### src/rtl/cmd_resp_pkg.sv
// cmd_responder shared types, default bytes and opcode table.
// Imported by the responder top and its bench.
package cmd_resp_pkg;

  typedef enum logic [2:0] {
    IDLE,
    ISSUE,
    EXEC,
    SEND,
    WAIT_TX
  } resp_state_t;

  localparam logic [7:0] ACK_DEFAULT = 8'hA5;
  localparam logic [7:0] NAK_DEFAULT = 8'h5A;

  // bit n set => opcode n accepted (4'h0..4'h7)
  localparam logic [15:0] LEGAL_OPC_MASK = 16'h00FF;

  function automatic logic is_legal_opcode(
    input logic [3:0] op
  );
    return LEGAL_OPC_MASK[op];
  endfunction

endpackage

### src/rtl/cmd_responder_if.sv
// cmd_responder bus: UART_wrapper side and consumer side.
// slave = responder, master = wrapper/consumer.
interface cmd_responder_if;

  logic        cmd_rdy;
  logic [15:0] cmd;
  logic        clr_cmd_rdy;
  logic        trmt;
  logic [7:0]  resp;
  logic        tx_done;
  logic [15:0] cmd_out;
  logic        cmd_vld;
  logic        cmd_ack;
  logic        cmd_done;
  logic        cmd_err;
  logic        busy;

  modport slave (
    input  cmd_rdy,
    input  cmd,
    input  tx_done,
    input  cmd_ack,
    input  cmd_done,
    input  cmd_err,
    output clr_cmd_rdy,
    output trmt,
    output resp,
    output cmd_out,
    output cmd_vld,
    output busy
  );

  modport master (
    output cmd_rdy,
    output cmd,
    output tx_done,
    output cmd_ack,
    output cmd_done,
    output cmd_err,
    input  clr_cmd_rdy,
    input  trmt,
    input  resp,
    input  cmd_out,
    input  cmd_vld,
    input  busy
  );

endinterface

### src/rtl/resp_timeout_cnt.sv
// Execution watchdog: clear/enable counter, expired at TIMEOUT_CYC-1.
// Holds at the last value so it can never wrap.
module resp_timeout_cnt #(
  parameter int TIMEOUT_CYC = 5_000_000
) (
  input  logic clk,
  input  logic rst_n,
  input  logic i_clr,
  input  logic i_en,
  output logic o_expired
);

  localparam int TO_W = $clog2(TIMEOUT_CYC + 1);
  localparam logic [TO_W-1:0] LAST = TO_W'(TIMEOUT_CYC - 1);

  logic [TO_W-1:0] r_cnt;

  // count while enabled, restart on clear
  always_ff @(posedge clk) begin
    if (!rst_n)
      r_cnt <= '0;
    else if (i_clr)
      r_cnt <= '0;
    else if (i_en && !o_expired)
      r_cnt <= r_cnt + TO_W'(1);
  end

  assign o_expired = (r_cnt == LAST);

endmodule

### src/rtl/cmd_responder.sv
// Responder command sequencer: latch, forward, await, ACK/NAK.
// Optional opcode filter: define CMD_OPCODE_CHECK_EN.
module cmd_responder
  import cmd_resp_pkg::*;
#(
  parameter logic [7:0] ACK_BYTE    = ACK_DEFAULT,
  parameter logic [7:0] NAK_BYTE    = NAK_DEFAULT,
  parameter int         TIMEOUT_CYC = 5_000_000
) (
  input logic           clk,
  input logic           rst_n,
  cmd_responder_if.slave bus
);

  resp_state_t r_state;
  resp_state_t w_state_nxt;

  logic        r_clr;
  logic        r_trmt;
  logic [7:0]  r_resp;
  logic [15:0] r_cmd_out;
  logic        r_vld;
  logic        r_busy;

  logic        w_clr_nxt;
  logic        w_trmt_nxt;
  logic [7:0]  w_resp_nxt;
  logic [15:0] w_cmd_out_nxt;
  logic        w_vld_nxt;
  logic        w_busy_nxt;

  logic        w_to_clr;
  logic        w_to_en;
  logic        w_expired;
  logic        w_legal;

`ifdef CMD_OPCODE_CHECK_EN
  assign w_legal = is_legal_opcode(bus.cmd[15:12]);
`else
  assign w_legal = 1'b1;
`endif

  resp_timeout_cnt #(
    .TIMEOUT_CYC(TIMEOUT_CYC)
  ) u_to (
    .clk      (clk),
    .rst_n    (rst_n),
    .i_clr    (w_to_clr),
    .i_en     (w_to_en),
    .o_expired(w_expired)
  );

  // state register
  always_ff @(posedge clk) begin
    if (!rst_n)
      r_state <= IDLE;
    else
      r_state <= w_state_nxt;
  end

  // next state and next registered outputs
  always_comb begin
    w_state_nxt   = r_state;
    w_clr_nxt     = 1'b0;
    w_resp_nxt    = r_resp;
    w_cmd_out_nxt = r_cmd_out;
    w_vld_nxt     = r_vld;
    w_to_clr      = 1'b0;
    w_to_en       = 1'b0;
    unique case (r_state)
      IDLE: begin
        if (bus.cmd_rdy) begin
          w_clr_nxt = 1'b1;
          if (w_legal) begin
            w_cmd_out_nxt = bus.cmd;
            w_vld_nxt     = 1'b1;
            w_state_nxt   = ISSUE;
          end else begin
            w_resp_nxt  = NAK_BYTE;
            w_state_nxt = SEND;
          end
        end
      end
      ISSUE: begin
        if (bus.cmd_ack) begin
          w_vld_nxt   = 1'b0;
          w_to_clr    = 1'b1;
          w_state_nxt = EXEC;
        end
      end
      EXEC: begin
        w_to_en = 1'b1;
        if (bus.cmd_err) begin
          w_resp_nxt  = NAK_BYTE;
          w_state_nxt = SEND;
        end else if (bus.cmd_done) begin
          w_resp_nxt  = ACK_BYTE;
          w_state_nxt = SEND;
        end else if (w_expired) begin
          w_resp_nxt  = NAK_BYTE;
          w_state_nxt = SEND;
        end
      end
      SEND: begin
        w_state_nxt = WAIT_TX;
      end
      WAIT_TX: begin
        if (bus.tx_done)
          w_state_nxt = IDLE;
      end
      default: begin
        w_state_nxt = IDLE;
      end
    endcase
    w_trmt_nxt = (w_state_nxt == SEND);
    w_busy_nxt = (w_state_nxt != IDLE);
  end

  // output registers
  always_ff @(posedge clk) begin
    if (!rst_n) begin
      r_clr     <= 1'b0;
      r_trmt    <= 1'b0;
      r_resp    <= 8'h00;
      r_cmd_out <= 16'h0000;
      r_vld     <= 1'b0;
      r_busy    <= 1'b0;
    end else begin
      r_clr     <= w_clr_nxt;
      r_trmt    <= w_trmt_nxt;
      r_resp    <= w_resp_nxt;
      r_cmd_out <= w_cmd_out_nxt;
      r_vld     <= w_vld_nxt;
      r_busy    <= w_busy_nxt;
    end
  end

  assign bus.clr_cmd_rdy = r_clr;
  assign bus.trmt        = r_trmt;
  assign bus.resp        = r_resp;
  assign bus.cmd_out     = r_cmd_out;
  assign bus.cmd_vld     = r_vld;
  assign bus.busy        = r_busy;

endmodule

### src/flat_wrapper.sv
// flat-port wrapper written by rule: the top's interface ports become plain ports
module cmd_responder_flat import cmd_resp_pkg::*;
#(
  parameter logic [7:0] ACK_BYTE    = ACK_DEFAULT,
  parameter logic [7:0] NAK_BYTE    = NAK_DEFAULT,
  parameter int         TIMEOUT_CYC = 5_000_000
)
  (clk, rst_n, bus_cmd_rdy, bus_cmd, bus_tx_done, bus_cmd_ack, bus_cmd_done, bus_cmd_err, bus_clr_cmd_rdy, bus_trmt, bus_resp, bus_cmd_out, bus_cmd_vld, bus_busy);
  cmd_responder_if bus_i ();
  input logic clk;
  input logic rst_n;
  input wire logic [$bits(bus_i.cmd_rdy)-1:0] bus_cmd_rdy;
  input wire logic [$bits(bus_i.cmd)-1:0] bus_cmd;
  input wire logic [$bits(bus_i.tx_done)-1:0] bus_tx_done;
  input wire logic [$bits(bus_i.cmd_ack)-1:0] bus_cmd_ack;
  input wire logic [$bits(bus_i.cmd_done)-1:0] bus_cmd_done;
  input wire logic [$bits(bus_i.cmd_err)-1:0] bus_cmd_err;
  output wire logic [$bits(bus_i.clr_cmd_rdy)-1:0] bus_clr_cmd_rdy;
  output wire logic [$bits(bus_i.trmt)-1:0] bus_trmt;
  output wire logic [$bits(bus_i.resp)-1:0] bus_resp;
  output wire logic [$bits(bus_i.cmd_out)-1:0] bus_cmd_out;
  output wire logic [$bits(bus_i.cmd_vld)-1:0] bus_cmd_vld;
  output wire logic [$bits(bus_i.busy)-1:0] bus_busy;
  assign bus_i.cmd_rdy = bus_cmd_rdy;
  assign bus_i.cmd = bus_cmd;
  assign bus_i.tx_done = bus_tx_done;
  assign bus_i.cmd_ack = bus_cmd_ack;
  assign bus_i.cmd_done = bus_cmd_done;
  assign bus_i.cmd_err = bus_cmd_err;
  assign bus_clr_cmd_rdy = bus_i.clr_cmd_rdy;
  assign bus_trmt = bus_i.trmt;
  assign bus_resp = bus_i.resp;
  assign bus_cmd_out = bus_i.cmd_out;
  assign bus_cmd_vld = bus_i.cmd_vld;
  assign bus_busy = bus_i.busy;
  cmd_responder #(.ACK_BYTE(ACK_BYTE), .NAK_BYTE(NAK_BYTE), .TIMEOUT_CYC(TIMEOUT_CYC)) u_core (.clk(clk), .rst_n(rst_n), .bus(bus_i));
endmodule
### config.mk
export PLATFORM = sky130hd
export DESIGN_NAME = cmd_responder_flat
export DESIGN_NICKNAME = d
export VERILOG_FILES = /design/src/rtl/cmd_resp_pkg.sv /design/src/rtl/cmd_responder_if.sv /design/src/rtl/resp_timeout_cnt.sv /design/src/rtl/cmd_responder.sv /design/src/flat_wrapper.sv
export SDC_FILE = /design/constraint.sdc
export NUM_CORES = 1
export LEC_CHECK = 0
export ABC_AREA = 1
export CORE_MARGIN = 8
export CORE_UTILIZATION = 25
export DETAILED_ROUTE_END_ITERATION = 12
export PLACE_DENSITY = 0.53
export SLEW_MARGIN = 5
export SYNTH_ARGS = -nofsm -noshare
export SYNTH_HDL_FRONTEND = slang
export SYNTH_HIERARCHICAL = 1
export SYNTH_SLANG_ARGS = --single-unit
### constraint.sdc
create_clock -name clk -period 3.5 [get_ports clk]
set_input_delay 0.875 -clock clk [delete_from_list [all_inputs] [get_ports clk]]
set_output_delay 0.875 -clock clk [all_outputs]
set_load 0.01 [all_outputs]
== After elaboration in Yosys (flattened, before gate mapping) ==
Cells that the tools add are included.

* Bits in registers: 54
* Bits in latches: 0
* Memory bits (writable): 0
* Bits in read-only memories: 0
* Logic and storage cells: 46
* Memories: 0

* Add/sub/neg operators: 1
* $mul: 0
* Divide/modulo/power cells: 0
* Order comparisons: 0
* Eq/ne operators: 8
* Shifts and indexed selects: 0
* Mux-type cells: 17
* Bitwise operators: 1
* Reductions and logical operators: 11

{| class="wikitable"
|+ Operator list
! kind !! count
|-
| $mux W8 || 3
|-
| $add A23 B1 Y23 const B || 1
|-
| $eq A23 B23 Y1 const B || 1
|-
| $mux W3 || 6
|-
| $pmux W3 S5 || 1
|-
| $eq A3 B2 Y1 const B || 3
|-
| $mux W1 || 6
|-
| $reduce_and A2 Y1 || 3
|-
| $reduce_bool A3 Y1 || 2
|-
| $ne A2 B2 Y1 const B || 2
|-
| $eq A3 B1 Y1 const B || 1
|-
| $eq A3 B3 Y1 const B || 1
|-
| $logic_not A3 Y1 || 1
|-
| $reduce_and A3 Y1 || 1
|-
| $pmux W1 S2 || 1
|-
| $reduce_bool A2 Y1 || 1
|-
| $reduce_or A2 Y1 || 1
|-
| $logic_and A1 B1 Y1 || 1
|-
| $logic_not A1 Y1 || 1
|-
| $not A1 Y1 || 1
|}

== Depth between registers and ports, before layout ==
* Depth after elaboration: 6
* Gate-level depth with buffers: 13

== Modules after synthesis ==
The synthesis kept the hierarchy.

{| class="wikitable"
|+ By module, submodules not included
! module !! times used !! cells each !! area an instance (um^2) !! seq. area each (um^2)
|-
| resp_timeout_cnt || 1 || 248 || 1475.2 || 460.4
|-
| cmd_responder || 1 || 121 || 982.2 || 500.5
|}

== Worst setup path after synthesis ==
OpenSTA, ideal clock, no wires.

* Kind: in2reg
* Start point: in bus_cmd_ack
* End point: reg u_core.u_to.r_cnt[0]
* Library setup time: 64 ps
* Arrival time: 1661 ps
* Required time: 3436 ps
* Path slack: 1775 ps
* Cell stages on the path: 6
* Path buffers: 1
* Cells stage by stage: nand3_1 -> inv_1 -> nor2_1 -> buf_2 -> o21ai_0 -> nor2_1

* Longest elaborated chain between the ends: 3

{| class="wikitable"
|+ Ends and longest elaborated chain
! what !! RTL line !! text
|-
| from (decl) || flat_wrapper.sv:15 || <nowiki>input wire logic [$bits(bus_i.cmd_ack)-1:0] bus_cmd_ack;</nowiki>
|-
| $mux W1 || cmd_responder.sv:85 || <nowiki>if (bus.cmd_ack) begin</nowiki>
|-
| $mux W1 || cmd_responder.sv:70 || <nowiki>unique case (r_state)</nowiki>
|-
| via u_core.w_to_clr || cmd_responder.sv:32 || <nowiki>logic w_to_clr;</nowiki>
|-
| $reduce_or A2 Y1 (no source line) || -- ||
|-
| to (signal assigned) || resp_timeout_cnt.sv:25 || <nowiki>r_cnt <= r_cnt + TO_W'(1);</nowiki>
|-
| to (decl) || resp_timeout_cnt.sv:16 || <nowiki>logic [TO_W-1:0] r_cnt;</nowiki>
|}

The timed path passes the listed nets, and every way through them passes these cells.
A chain may end at the register's enable or synchronous reset.

== Worst setup path after layout ==
* Start point: in rst_n
* End point: reg u_core.u_to.r_cnt[7]

* Longest elaborated chain between the ends: 2

{| class="wikitable"
|+ Ends and longest elaborated chain
! what !! RTL line !! text
|-
| from (decl) || flat_wrapper.sv:11 || <nowiki>input logic rst_n;</nowiki>
|-
| $not A1 Y1 (no source line) || -- ||
|-
| $reduce_or A2 Y1 (no source line) || -- ||
|}

Every way passes these cells.

==> results_dict.tcl <==
set metrics [dict create \
    cts_tree "yes" \
    nets 439 \
    wl_per_cell_um 11.6 \
    ant_nets 0 \
    required_ns 3.73 \
    die_x_um 115 \
    ys_ff_latch 48 \
    crit_arrival_ns 2.38 \
    synth_top_area_cell "dfxtp_1" \
    fin_crit_ns 2.15 \
    grt_usage 0.0981 \
    syn_nets 393 \
    final_area_um2 3150 \
    hold_viol 0 \
    ys_seq_area_frac 0.391 \
    rsz0062_at_grt "false" \
    fin_setup_tns_ns 0 \
    synth_cells 369 \
    antenna_cells 0 \
    cts_htree_levels 2 \
    route.detailed.drc 0 \
    cts_setup_buffers 0 \
    worst_hold_slack_ns 0.492 \
    irDropWorstVdd_mv 0.204 \
    drt_first_pass_iters 4 \
    fmax_mhz 465 \
    start_util 0.255 \
    power_mw 1.21 \
    skew_ns 0.00240 \
    cp-start-kind "input pin" \
    gp_congestion 0.827 \
    cts_buffer_depth 2 \
    viasPerCell 4.29 \
    path_max_fanout 22 \
    clk_pin_slew_worst_paths_ns 0.09 \
    p_leak_nw 1.18 \
    ios 51 \
    dieArea_um2 13300 \
    netlist.area_leader.share 0.391 \
    power_density_nw_per_um2 385 \
    nFillCells 1097 \
    syn_to_final_growth_pct 28.0 \
    antenna_found_initial 0 \
    synth_area_per_cell_um2 6.66 \
    yosysWarnings 6 \
    place_hpwl_um 4920 \
    maxSlewHeadroom 0.647 \
    vias 2355 \
    drive_above_1_share 0.0721 \
    holdBufCountCts 0 \
    slew_viol_final 0 \
    tightest_slew_ns 0.528 \
    setup_violations 0 \
    fin_crit_sh 0.615 \
    synth_area_um2 2460 \
    post_cts_resized 0 \
    drtIter0Drc 97 \
    cts_inserted_buffers 5 \
    end_kind "flop" \
    cts_sinks 48 \
    layout_common_cells "87 x nor2_1, 73 x nand2_1, 50 x clkdlybuf4s50_1, 48 x dfxtp_1, 40 x inv_1" \
    die_h_um 115 \
    drv_cap 0 \
    clkLatencyLatePin_ns 0.29 \
    path_class "input pin to flop" \
    synth_area_leaders "dfxtp_1 39%, nor2_1 13%, nand2_1 11%" \
    grt-ovfl-total 0 \
    regArea_um2 961 \
    finalWirelength_um 6400 \
    num_rows 36 \
    ys_types 31 \
    core-area_um2 9640 \
    status "complete, no violations" \
    hold_class "flop to flop" \
    multi_input_area_um2 1210 \
    grt_pass1_wl_um 10600 \
    clock-root-buffer "clkbuf_8" \
    grt_pass1_vias 2216 \
    grt_start_max_net_pins 23 \
    portBuffers 50 \
    placed_cell_area_um2 3020 \
    layout_commonest_cell "nor2_1" \
]
[power breakdown]
group          internal (mW)  switching [mW]
logic                 0.0966          0.0910
registers              0.575          0.0197
clock network          0.234           0.193
total                  0.906           0.304
[flip-flops by register name, indices dropped and copies added, names as in the netlist]
name,count
u_core/bus.cmd_vld,1
u_core/bus.resp,2
u_core/bus.cmd_out,16
u_core/r_state,3
u_core/bus.busy,1
u_core/u_to/r_cnt,23
u_core/bus.clr_cmd_rdy,1
u_core/bus.trmt,1
[layout make-up]
| class | count | share of cell area |
|---|---|---|
| multi-input cells | 264 | 0.384 |
| flip-flops and latches | 48 | 0.305 |
| repair buffers | 53 | 0.166 |
| inverters | 43 | 0.0529 |
| well taps | 133 | 0.0529 |
| clock buffers | 6 | 0.0263 |
| clock inverters | 2 | 0.0123 |
[routing by layer]
layer | part of all wire | vias up | track usage
met5 | 0 | - | 0
met4 | 0.014 | 0 | 0.0271
li1 | - | 1247 | -
met3 | 0.091 | 6 | 0.0436
met2 | 0.45 | 66 | 0.153
met1 | 0.44 | 1036 | 0.120
[critical path: stages]
cell,delay (ns)
clkdlybuf4s50_1,0.45
buf_4,0.22
inv_1,0.06
nor2_1,0.29
buf_4,0.26
o21ai_0,0.10
a21oi_1,0.12
[cells in the mapped netlist, drive strengths merged]
cell type,n
nor3b,1
or2,1
dfxtp,48
ha,1
xor2,1
inv,43
nand3,29
buf,10
nand2,75
nor3,9
nor2,95
nand4,8
a21oi,14
clkbuf,4
nand3b,3
o21ai,26
xnor2,1
[per-stage QoR]
stage | std cells | utilization | setup WS, ns
floorplan | 369 | - | 1.78
global placement | 541 | 0.314 | 1.07
detailed placement | 541 | 0.314 | 1.03
CTS | 549 | 0.326 | 1.34
global route | 549 | 0.326 | 1.15
finish | 549 | 0.326 | 1.35
[logic make-up after synthesis]
group | after synthesis | synth area share
DFF | 48 | 0.391
AOI/OAI and AO/OA | 40 | 0.0815
xor gates and xnor gates | 2 | 0.00713
buffers and inverters | 57 | 0.118
adders and majority gates | 1 | 0.00509
and+or+nand+nor | 221 | 0.398
[final timing paths]
kind              slack [ns]                                  end                                start  cells past startpoint
hold reg to reg         0.49  u_core/bus.cmd_out[13]$_SDFFE_PN0P_  u_core/bus.cmd_out[13]$_SDFFE_PN0P_                      2
setup / recovery        1.35    u_core/u_to/r_cnt[7]$_SDFFE_PP0P_                                rst_n                      7
setup reg to reg        1.59    u_core/u_to/r_cnt[0]$_SDFFE_PP0P_    u_core/u_to/r_cnt[0]$_SDFFE_PP0P_                      8
hold / removal          0.49  u_core/bus.cmd_out[13]$_SDFFE_PN0P_  u_core/bus.cmd_out[13]$_SDFFE_PN0P_                      2
(Power assumes the default switching activity.)
